[src/rtl/csa_pkg.sv]
// Shared types and elaboration helpers for the carry-save resolver.
package csa_pkg;

  typedef enum logic [1:0] {
    IDLE,
    RUN,
    DONE
  } state_t;

  // Number of DIGIT-wide beats needed to cover the WIDTH+1 bit aligned operands.
  function automatic int unsigned beats(input int unsigned width, input int unsigned digit);
    return (width + digit) / digit;
  endfunction

  function automatic int unsigned cnt_width(input int unsigned width, input int unsigned digit);
    return $clog2(beats(width, digit) + 1);
  endfunction

endpackage

[src/rtl/digit_add.sv]
// DIGIT-bit ripple adder built from full-adder cells.
module digit_add #(
  parameter int unsigned DIGIT = 2
) (
  input  logic [DIGIT-1:0] a,
  input  logic [DIGIT-1:0] b,
  input  logic             cin,
  output logic [DIGIT-1:0] sum,
  output logic             cout
);

  logic [DIGIT:0] c;

  assign c[0] = cin;

  for (genvar i = 0; i < DIGIT; i++) begin : g_fa
    assign sum[i]   = a[i] ^ b[i] ^ c[i];
    assign c[i+1]   = (a[i] & b[i]) | (c[i] & (a[i] ^ b[i]));
  end

  assign cout = c[DIGIT];

endmodule

[src/rtl/csa_resolver.sv]
// Multi-cycle carry-save to binary converter: resolves sum + 2*carry DIGIT bits per cycle.
module csa_resolver
  import csa_pkg::*;
#(
  parameter int unsigned WIDTH = 8,
  parameter int unsigned DIGIT = 2
) (
  input  logic             clk,
  input  logic             rst,
  input  logic             in_valid,
  output logic             in_ready,
  input  logic [WIDTH-1:0] in_sum,
  input  logic [WIDTH-1:0] in_carry,
  output logic             out_valid,
  input  logic             out_ready,
  output logic [WIDTH+1:0] out_value
);

  localparam int unsigned OPW   = WIDTH + 1;
  localparam int unsigned BEATS = beats(WIDTH, DIGIT);
  localparam int unsigned PADW  = BEATS * DIGIT;
  localparam int unsigned CW    = cnt_width(WIDTH, DIGIT);

  state_t          state, state_next;
  logic [PADW-1:0] a, b, res, res_next;
  logic            cy, cy_next;
  logic [CW-1:0]   cnt;
  logic [DIGIT-1:0] d;
  logic            last, load, step;

  digit_add #(.DIGIT(DIGIT)) u_digit_add (
    .a    (a[DIGIT-1:0]),
    .b    (b[DIGIT-1:0]),
    .cin  (cy),
    .sum  (d),
    .cout (cy_next)
  );

  assign last     = (cnt == CW'(BEATS - 1));
  // New digit enters from the MSB side; shift form also covers the single-beat case.
  assign res_next = (res >> DIGIT) | (PADW'(d) << (PADW - DIGIT));

  always_ff @(posedge clk) begin
    if (rst) state <= IDLE;
    else     state <= state_next;
  end

  always_comb begin
    state_next = state;
    in_ready   = 1'b0;
    out_valid  = 1'b0;
    load       = 1'b0;
    step       = 1'b0;
    case (state)
      IDLE: begin
        in_ready = 1'b1;
        if (in_valid) begin
          load       = 1'b1;
          state_next = RUN;
        end
      end
      RUN: begin
        step = 1'b1;
        if (last) state_next = DONE;
      end
      DONE: begin
        out_valid = 1'b1;
        if (out_ready) state_next = IDLE;
      end
      default: state_next = IDLE;
    endcase
  end

  always_ff @(posedge clk) begin
    if (rst) begin
      a         <= '0;
      b         <= '0;
      res       <= '0;
      cy        <= 1'b0;
      cnt       <= '0;
      out_value <= '0;
    end else if (load) begin
      a   <= PADW'({1'b0, in_sum});
      b   <= PADW'({in_carry, 1'b0});
      cy  <= 1'b0;
      cnt <= '0;
    end else if (step) begin
      a   <= a >> DIGIT;
      b   <= b >> DIGIT;
      cy  <= cy_next;
      cnt <= cnt + CW'(1);
      res <= res_next;
      // Carry out of bit OPW-1 may land in padding or in the final cy; the truncation picks it up either way.
      if (last) out_value <= (WIDTH + 2)'({cy_next, res_next});
    end
  end

endmodule

[config.mk]
export PLATFORM = sky130hd
export DESIGN_NAME = csa_resolver
export DESIGN_NICKNAME = d
export VERILOG_FILES = /design/src/rtl/csa_pkg.sv /design/src/rtl/digit_add.sv /design/src/rtl/csa_resolver.sv
export SDC_FILE = /design/constraint.sdc
export NUM_CORES = 1
export LEC_CHECK = 0
export ABC_AREA = 0
export CORE_MARGIN = 2
export CORE_UTILIZATION = 45
export DETAILED_ROUTE_END_ITERATION = 7
export PLACE_DENSITY = 0.71
export SYNTH_ARGS = -nofsm -noshare
export SYNTH_HDL_FRONTEND = slang
export SYNTH_HIERARCHICAL = 1
export SYNTH_SLANG_ARGS = --single-unit
[constraint.sdc]
create_clock -name clk -period 1.5 [get_ports clk]
set_input_delay 0.3 -clock clk [delete_from_list [all_inputs] [get_ports clk]]
set_output_delay 0.3 -clock clk [all_outputs]
set_load 0.05 [all_outputs]
Word-level counts from Yosys, hierarchy flattened. Index checks and enable logic that the tools add are counted.

Flip-flop bits (word level): 43. Output and inout port bits: 12. Logic and storage cells: 46.

Add/sub/neg operators: 1. Eq/ne operators: 6. Muxes and demuxes: 13. Bitwise gates (word level): 12. Reductions and logical operators: 6.

Operator list (count): $mux W9 (2); $mux W8 (2); $or A8 B10 Y10 (1); $mux W2 (3); $ne A2 B2 Y1 const B (3); $pmux W2 S3 (1); $reduce_and A3 Y1 (2); $mux W1 (5); $and A1 B1 Y1 (4); $xor A1 B1 Y1 (4); $add A3 B1 Y3 const B (1); $eq A3 B3 Y1 const B (1); $eq A2 B1 Y1 const B (1); $eq A2 B2 Y1 const B (1); $logic_not A2 Y1 (1); $or A1 B1 Y1 (2); $reduce_and A2 Y1 (1); $reduce_bool A2 Y1 (1); $reduce_or A2 Y1 (1); $not A1 Y1 (1).

Logic depth before layout (Yosys ltp).
Depth after elaboration: 5. Mapped depth: 6. Mapped depth without buffers: 6.

Modules after synthesis. Netlist, hierarchy kept.

By module, submodules not included: csa_resolver (instances 1, cells each 198, area an instance 1704.1 um^2, seq. area each 820.8 um^2); digit_add (instances 1, cells each 10, area an instance 70.1 um^2, seq. area each 0.0 um^2).

Worst setup path before layout. Ideal clock, no wire load.

Kind: register -> register. From: register a[0]. To: register res[9]. Library setup time: 0.132 ns. Arrival time: 1.399 ns. Required time: 1.368 ns. Path slack: -0.031 ns. Stages on the path, launching flop included: 7. Path buffers: 0. Cell sequence: dfxtp_1 > inv_1 > fa_1 > fa_1 > inv_1 > nand2_1 > a21oi_2.

Cells in the longest elaborated chain, start to end: 5. Elaborated cells between the ends (all ways): 6. Classes of those cells: bitwise (6).

RTL lines: start, declared (line csa_resolver.sv:25) `logic [PADW-1:0] a, b, res, res_next;`; start signal, assigned (line csa_resolver.sv:83) `a <= PADW'({1'b0, in_sum});`; start signal, assigned (line csa_resolver.sv:88) `a <= a >> DIGIT;`; $xor A1 B1 Y1 (line digit_add.sv:18) `assign c[i+1] = (a[i] & b[i]) | (c[i] & (a[i] ^ b[i]));`; $and A1 B1 Y1 (line digit_add.sv:18); $or A1 B1 Y1 * (line digit_add.sv:18); $xor A1 B1 Y1 * (line digit_add.sv:17) `assign sum[i] = a[i] ^ b[i] ^ c[i];`; net d[1] (line csa_resolver.sv:28) `logic [DIGIT-1:0] d;`; $or A8 B10 Y10 * (line csa_resolver.sv:41) `assign res_next = (res >> DIGIT) | (PADW'(d) << (PADW - DIGIT));`; end signal, assigned (line csa_resolver.sv:92) `res <= res_next;`; end, declared (line csa_resolver.sv:25).

The timed path passes the listed nets; every way through them passes the cells marked *. A chain may end at the register's enable or synchronous reset.

Worst setup path after layout.
From: register a[0]. To: register out_value[9].

Cells in the longest elaborated chain, start to end: 5. Elaborated cells between the ends (all ways): 6. Classes of those cells: bitwise (6).

RTL lines: $xor A1 B1 Y1 (line digit_add.sv:18); $and A1 B1 Y1 (line digit_add.sv:18); $or A1 B1 Y1 * (line digit_add.sv:18); $xor A1 B1 Y1 * (line digit_add.sv:17); net d[1] (line csa_resolver.sv:28); $or A8 B10 Y10 * (line csa_resolver.sv:41); end signal, assigned (line csa_resolver.sv:94) `if (last) out_value <= (WIDTH + 2)'({cy_next, res_next});`; end, declared (line csa_resolver.sv:16) `output logic [WIDTH+1:0] out_value`.

Marked as above.

==> flow_results.org <==
** Drt
- The routed design uses 144 um of met3 wire.
- Using the TritonRoute via totals, the vias-per-cell ratio works out to 4.95.
- For this block, the initial DRC count from the detailed router was 83.
- The first detailed-routing pass ran for 4 iterations.
- Avg WL per Cell :: 11.2 um
- Total wire length after detailed routing :: 3280 um
- Via count of the routed design :: 1445
- Drt drc :: 0
- DRT met1 WL :: 1450 um
- Detail Route Antenna Nets :: 0
- Highest signal layer in the routed design :: met4
- Summed over all nets, wire length on met2 after detailed routing comes to 1630 um.

** Worst setup path
- Endpoint kind of the worst setup timing path :: register
- Setup slack, reg-to-reg :: -0.02 ns
- Data arrives at the worst endpoint at 1.74 ns.
- The worst setup path is of the register to register kind.
- At the worst endpoint, the required time is 1.73 ns.
- STA classifies the critical path startpoint as a register.
- Along the worst path, the maximum fanout reaches 2.

** Cells and area
- The area growth from synthesis to layout is 35.5%.
- The repair_antennas step left the layout with diodes totalling 0.
- In the final layout, the share of cells above drive strength 1 is 0.221.
- Fill cells in the final layout number 323.
- Area occupied by multi-input gates :: 820 sq um
- Leaving out filler cells and counting taps, the final layout contains 292.
- For this run, the post-layout net count is 267.
- For this run, the share of the core covered by cells in the final layout is 0.647.
- Summing all non-filler instances in the final layout gives an area of 2400 sq um.
- Across the whole layout, storage elements account for 826 sq um.

** Run status
- Result of the run :: complete, but fails checks
- Violations in the final reports :: setup timing

** Flow run
- Across the run, the number of max-cap violations was 0.

** Pwr
- Of the total power, registers draw 0.487.
- Total power after layout :: 2.41 mW
- Clock network fraction of total power :: 0.382
- P_leak :: 0.868 nW
- Power Density :: 1000 nW/um^2
- Fraction of power consumed by combinational cells :: 0.131
- Of the total power, the share spent switching nets is 0.237.
- Net load switching power :: 0.570 mW
- Cell internal power dissipation :: 1.84 mW
- Maximum resistive drop on vdd :: 0.598 mV

** Global routing
- Number of antenna violations at the first check in global routing :: 0
- Vias in the first global route :: 1332
- Summed over all layers, the global routing overflow is 0.
- Entering global routing, the biggest net connects 24 pins.
- Wire length of the first global-routing pass :: 5670 um
- In the global route stage, overall resource usage came out at 0.170.

** Floorplanning
- The initial utilization of the core area, before any placement, comes to 0.477.
- Placeable core region :: 3720 sq um
- In this run the horizontal extent of the chip is 66.8 um.
- Cell Rows :: 22
- DIE HEIGHT :: 66.8 um
- During I/O placement, the number of pins put on the boundary was 32.
- The die covers 4460 sq um.

** Synthesis
- The fraction of the mapped netlist area in compound gates is 0.196.
- Mux share of post-synthesis cell area :: 0
- Of the post-synthesis cell area, the dominant cell type holds 0.463.
- The average instance in the mapped netlist occupies 8.53 sq um.
- Of the total synthesized cell area, the portion taken by AND, OR, NAND and NOR gates is 0.207.
- Of the total synthesized cell area, the portion taken by full adders, half adders and majority gates is 0.0367.
- Number of storage elements in the synthesis netlist :: 41
- Instance count of the mapped netlist :: 208
- During synthesis, Yosys emitted a total of 6 warnings.
- The biggest area contributor in the post-synthesis netlist is dfxtp_1.
- Synth Cell Area :: 1770 sq um
- Xor-xnor portion of the synthesized cell area :: 0.00987
- The number of nets handed over by synthesis was 232.
- Dominant combinational cell family by area after synthesis :: simple AND/OR/NAND/NOR gates
- Counting distinct cell types in the post-synthesis netlist gives 29.
- The share of the Yosys chip area taken by registers is 0.463.
- Sorting the synthesized cells by area gives the leading types as dfxtp_1 46%, nand2_1 11%, a21oi_1 7.1%, a211oi_1 3.4%, nor2_1 3.4%.

** Placement
- Once placement finished, the instance area stood at 2250 sq um.
- Post-DP HPWL :: 2350 um
- Number of placed instances, taps included :: 283
- Routability cong. :: 0.749
- Worst slack at placement :: -0.169 ns
- Port bufs :: 31

** Timing
- The hold violation count in the final report came to 0.
- Clock Skew :: 0.00398 ns
- Timing would allow up to 0.660 GHz.
- Slew at the pin closest to its max-slew limit :: 0.359 ns
- Setup repair after global routing could not meet its margin everywhere.
- Setup slack on the critical path of the routed design comes to -0.0152 ns.
- The max-slew violation count came to 0.
- Period utilisation layout :: 1.01
- Setup violations remaining at the end of the flow were counted as 2.
- Hold timing on the final database bottoms out at a slack of 0.457 ns.
- Final critical-path required period :: 1.52 ns
- Adding up every negative setup slack in the final design gives -0.0175 ns.
- Worst rel slew slack :: 0.760

** Clock network
- Counting along the longest clock path gives a buffer depth of 2.
- In this run, post-CTS hold repair placed 0 buffers.
- # H-tree levels :: 2
- Worst-skew pair later-pin latency :: 0.29 ns
- Buffers inserted during clock tree synthesis total 5.
- Clock root buffer :: clkbuf_8
- Clock tree from TritonCTS :: built
- Clock-pin slew of the registers on the worst-case setup and hold paths :: 0.08 ns
- Clock net sink count :: 41

** Worst hold path
- The min-delay analysis places its worst path in the category register to register.
## cells in the final DEF, fill, tap and decap left out
cell type	count
a211oi_1	8
a211oi_2	4
a21oi_1	24
a21oi_2	7
and4b_1	1
buf_12	13
buf_4	11
bufinv_16	1
clkbuf_8	6
clkdlybuf4s50_1	19
clkinvlp_4	1
dfxtp_1	37
dfxtp_2	4
fa_1	1
fa_2	1
ha_1	2
inv_1	11
inv_2	1
nand2_1	51
nand2b_1	3
nand2b_2	1
nand3_1	4
nand3b_1	1
nand4b_1	1
nor2_1	15
nor2_4	1
nor2b_2	1
nor2b_4	1
nor3b_4	1
o21ba_1	1
o22ai_1	8
or3b_1	1
xnor2_1	1
xor2_1	1
## path summary, 6_finish.rpt
| check | depth (start not counted) | endpoint | startpoint |
|---|---|---|---|
| worst max-delay path | 6 | out_value[9]$_SDFFE_PP0P_ | a[0]$_SDFFE_PP0P_ |
| worst min-delay path | 2 | out_value[0]$_SDFFE_PP0P_ | res[2]$_SDFFE_PP0P_ |
| worst max register to register | 6 | out_value[9]$_SDFFE_PP0P_ | a[0]$_SDFFE_PP0P_ |
| worst min register to register | 2 | out_value[0]$_SDFFE_PP0P_ | res[2]$_SDFFE_PP0P_ |
## synth_stat cells, drive strengths merged
cell type,count
and4b,1
fa,2
nand3,4
nor3b,1
nor2,16
dfxtp,41
a21oi,31
or3b,1
nand3b,1
nand2b,4
o21ba,1
o22ai,8
ha,2
nor2b,2
inv,12
buf,13
xnor2,1
xor2,1
nand4b,1
clkbuf,2
a211oi,12
nand2,51
## logic make-up after synthesis
kind of cell	count (synthesis)
flip-flops	41
XOR/XNOR	2
AO/OA/AOI/OAI	52
buffers and inverters	27
AND/OR/NAND/NOR	82
adder cells (fa/ha/maj)	4
## registers in the layout (all words and copies together), names as in the netlist
signal / cells
b: 9
cnt: 3
out_value: 10
a: 8
state: 2
res: 8
cy: 1
## final cells by class
type                            count  share of cell area
Timing Repair Buffer               43               0.222
Clock inverter                      2              0.0156
Sequential cell                    41               0.344
Tap cell                           48              0.0250
Multi-Input combinational cell    140               0.341
Inverter                           12              0.0187
Clock buffer                        6              0.0344
## critical path, cell delays in order (launching register included)
cell     delay, ns
dfxtp_2       0.34
inv_2         0.04
fa_2          0.37
fa_1          0.44
inv_1         0.08
nand2_1       0.05
a21oi_1       0.13
## layer usage
layer	up-vias	track usage
met1	648	0.191
met3	6	0.0507
met5	-	0
met4	0	0.0689
met2	35	0.299
li1	756	-
## what timing repair did
action,4_1_cts,5_1_grt
gates resized for setup,5,4
cloned,0,0
setup buffers,0,1
pin swaps,0,0
setup endpoints to repair,4,15
## power groups by stage
stage | logic (mW) | registers [mW] | clock network (mW)
detailed placement | 0.313 | 1.20 | 0
floorplan | 0.215 | 1.18 | 0
global placement | 0.309 | 1.19 | 0
global route | 0.348 | 1.18 | 0.994
finish | 0.315 | 1.17 | 0.919
CTS | 0.316 | 1.17 | 0.942
(Power assumes the default switching activity.)
==> variant: new RTL, same flow settings <==
Reset style: asynchronous (`rst`), changed in 2 clocked blocks.
--- a/src/rtl/csa_resolver.sv
+++ b/src/rtl/csa_resolver.sv
@@ -40,7 +40,7 @@
   // New digit enters from the MSB side; shift form also covers the single-beat case.
   assign res_next = (res >> DIGIT) | (PADW'(d) << (PADW - DIGIT));
 
-  always_ff @(posedge clk) begin
+  always_ff @(posedge clk or posedge rst) begin
     if (rst) state <= IDLE;
     else     state <= state_next;
   end
@@ -71,7 +71,7 @@
     endcase
   end
 
-  always_ff @(posedge clk) begin
+  always_ff @(posedge clk or posedge rst) begin
     if (rst) begin
       a         <= '0;
       b         <= '0;
Behaviour: differs if rst is asserted again (counterexample within 4 cycles, from zero or initial values and one cycle with rst high); with rst held inactive, the same outputs for 10 cycles.
==> variant against the original RTL <==
  * Wire length is 17% higher
  * Synthesized area is 2.7% higher
  * Non-clock buffer count is 1 higher
  * The run still ends with negative setup slack left
  * Sequential cell count stayed put
  * Critical endpoint is now out_value[9]
  * Clock skew hardly changed
  * Worst setup slack worse by 0.19 ns
  * Highest routed layer unchanged
  * Count of clock-buffer cells in the layout is 1 lower
  * Design area is 3.0% higher
Power is not compared: it rests on default switching activity, and its combinational part moved more than twofold at a synthesized area within 25%.
==> variant: results <==
[status]
status = "complete, but fails checks"
failed_checks = "negative setup slack"

[finish]
fin_nets = 235
drive_gt1_share_pct = 22.9

[detailed_routing]
drt-initial-drc-count = 111
drt_wl_total_mm = 3.83
viasPerCell = 5.37

[logic_synthesis]
syn-num-nets = 194
yosysSeqAreaShare_pct = 56.3
synthTopCellsByCount = "dfrtp_1 (41), nand2_1 (31), o22ai_1 (24)"
ys.flop_type = "dfrtp_1"
synth_area_leaders = "dfrtp_1 (56%), o22ai_1 (8.2%), mux2_4 (7.4%)"
synth-async-reset-ratio_pct = 100
ys_types = 25

[placement]
dp_hpwl_mm = 2.68
place_area_sq_um = 2380
place_congestion = 0.803

[min_path]
min_path_type = "in -> async"

[critical_path]
worstPathArrival_ns = 1.89
cpPeakStageDelay_ns = 0.51

[grt]
grt_start_max_net_pins = 42
grt_use_total_pct = 19.4
grt_pass1_wl_mm = 6.49
grt_pass1_vias = 1401

[timing]
setup_viol = 2
finalSetupTns_ns = -0.252
setup_slack_ns = -0.208
## variant: cell types whose count changed after synthesis, sizes merged, moves of 2 or more
cell	unedited run	this run
nand2b	4	2
nand3	4	1
dfxtp	41	0
mux2	0	10
a211oi	12	0
nor2	16	3
o21ai	0	9
buf	13	7
nand2	51	31
o22ai	8	24
dfrtp	0	41
a22o	0	3
a21oi	31	12
## variant: worst paths after layout
path / startpoint / to / slack [ns] / cells after the start
setup / recovery: cy / out_value[9] / -0.21 / 5
hold / removal: rst / out_value[1] / 0.38 / 3
setup reg to reg: cy / out_value[9] / -0.21 / 5
hold reg to reg: res[2] / res[2] / 0.48 / 2
max in group asynchronous: rst / out_value[7] / 0.92 / 3
min in group clk: res[2] / res[2] / 0.48 / 2
## variant: cells by family after synthesis
| family | after synthesis | share of synthesized area [%] |
|---|---|---|
| buf+inv | 23 | 5.56 |
| mux | 10 | 8.04 |
| simple gates | 40 | 9.48 |
| fa+ha+maj | 4 | 3.57 |
| compound gates | 52 | 17.0 |
| flops | 41 | 56.3 |
## variant: cell type report
cell class | count | area [sq um]
Clock inverter | 1 | 5.00
Tap cell | 50 | 62.6
Sequential cell | 41 | 1030
Timing Repair Buffer | 44 | 553
Multi-Input combinational cell | 106 | 712
Fill cell | 316 | 1470
Clock buffer | 5 | 68.8
Inverter | 13 | 48.8
## variant: worst register-to-register path: stages (launching register included)
cell     delay, ns
dfrtp_1       0.36
inv_2         0.05
fa_2          0.38
fa_1          0.51
inv_2         0.04
mux2_4        0.25
## variant: routing by layer
| metal | GRT usage [%] | part of all wire [%] | wire [um] |
|---|---|---|---|
| met1 | 23.3 | 43 | 1640 |
| met5 | 0 | 0 | 0 |
| met4 | 8.42 | 1.8 | 70 |
| met2 | 33.5 | 51 | 1970 |
| met3 | 4.00 | 3.8 | 144 |
## variant: what timing repair did
item	4_1_cts	5_1_grt
hold endpoints to repair	0	0
resized for setup	1	3
buffers inserted	1	0
setup endpoints to repair	2	4
pin swaps	1	0
hold buffers	0	0
## variant: report_power, final
part / switching, mW / leakage, nW / internal, mW
Sequential: 0.421 / 0.508 / 1.63
Combinational: 1.57 / 0.616 / 1.52
Clock: 0.355 / 0.0399 / 0.306
Total: 2.34 / 1.16 / 3.45
## variant: per-stage QoR
| step | instances | hold slack, ns | power (mW) | setup WS (ns) |
|---|---|---|---|---|
| after global placement | 253 | 0.460 | 4.97 | -0.159 |
| after global routing | 260 | 0.404 | 6.22 | -0.238 |
| final | 260 | 0.379 | 5.79 | -0.208 |
| after detailed placement | 253 | 0.471 | 5.12 | -0.228 |
| after CTS | 260 | 0.399 | 5.80 | -0.214 |
| after floorplan | 170 | 0.386 | 3.87 | -0.165 |
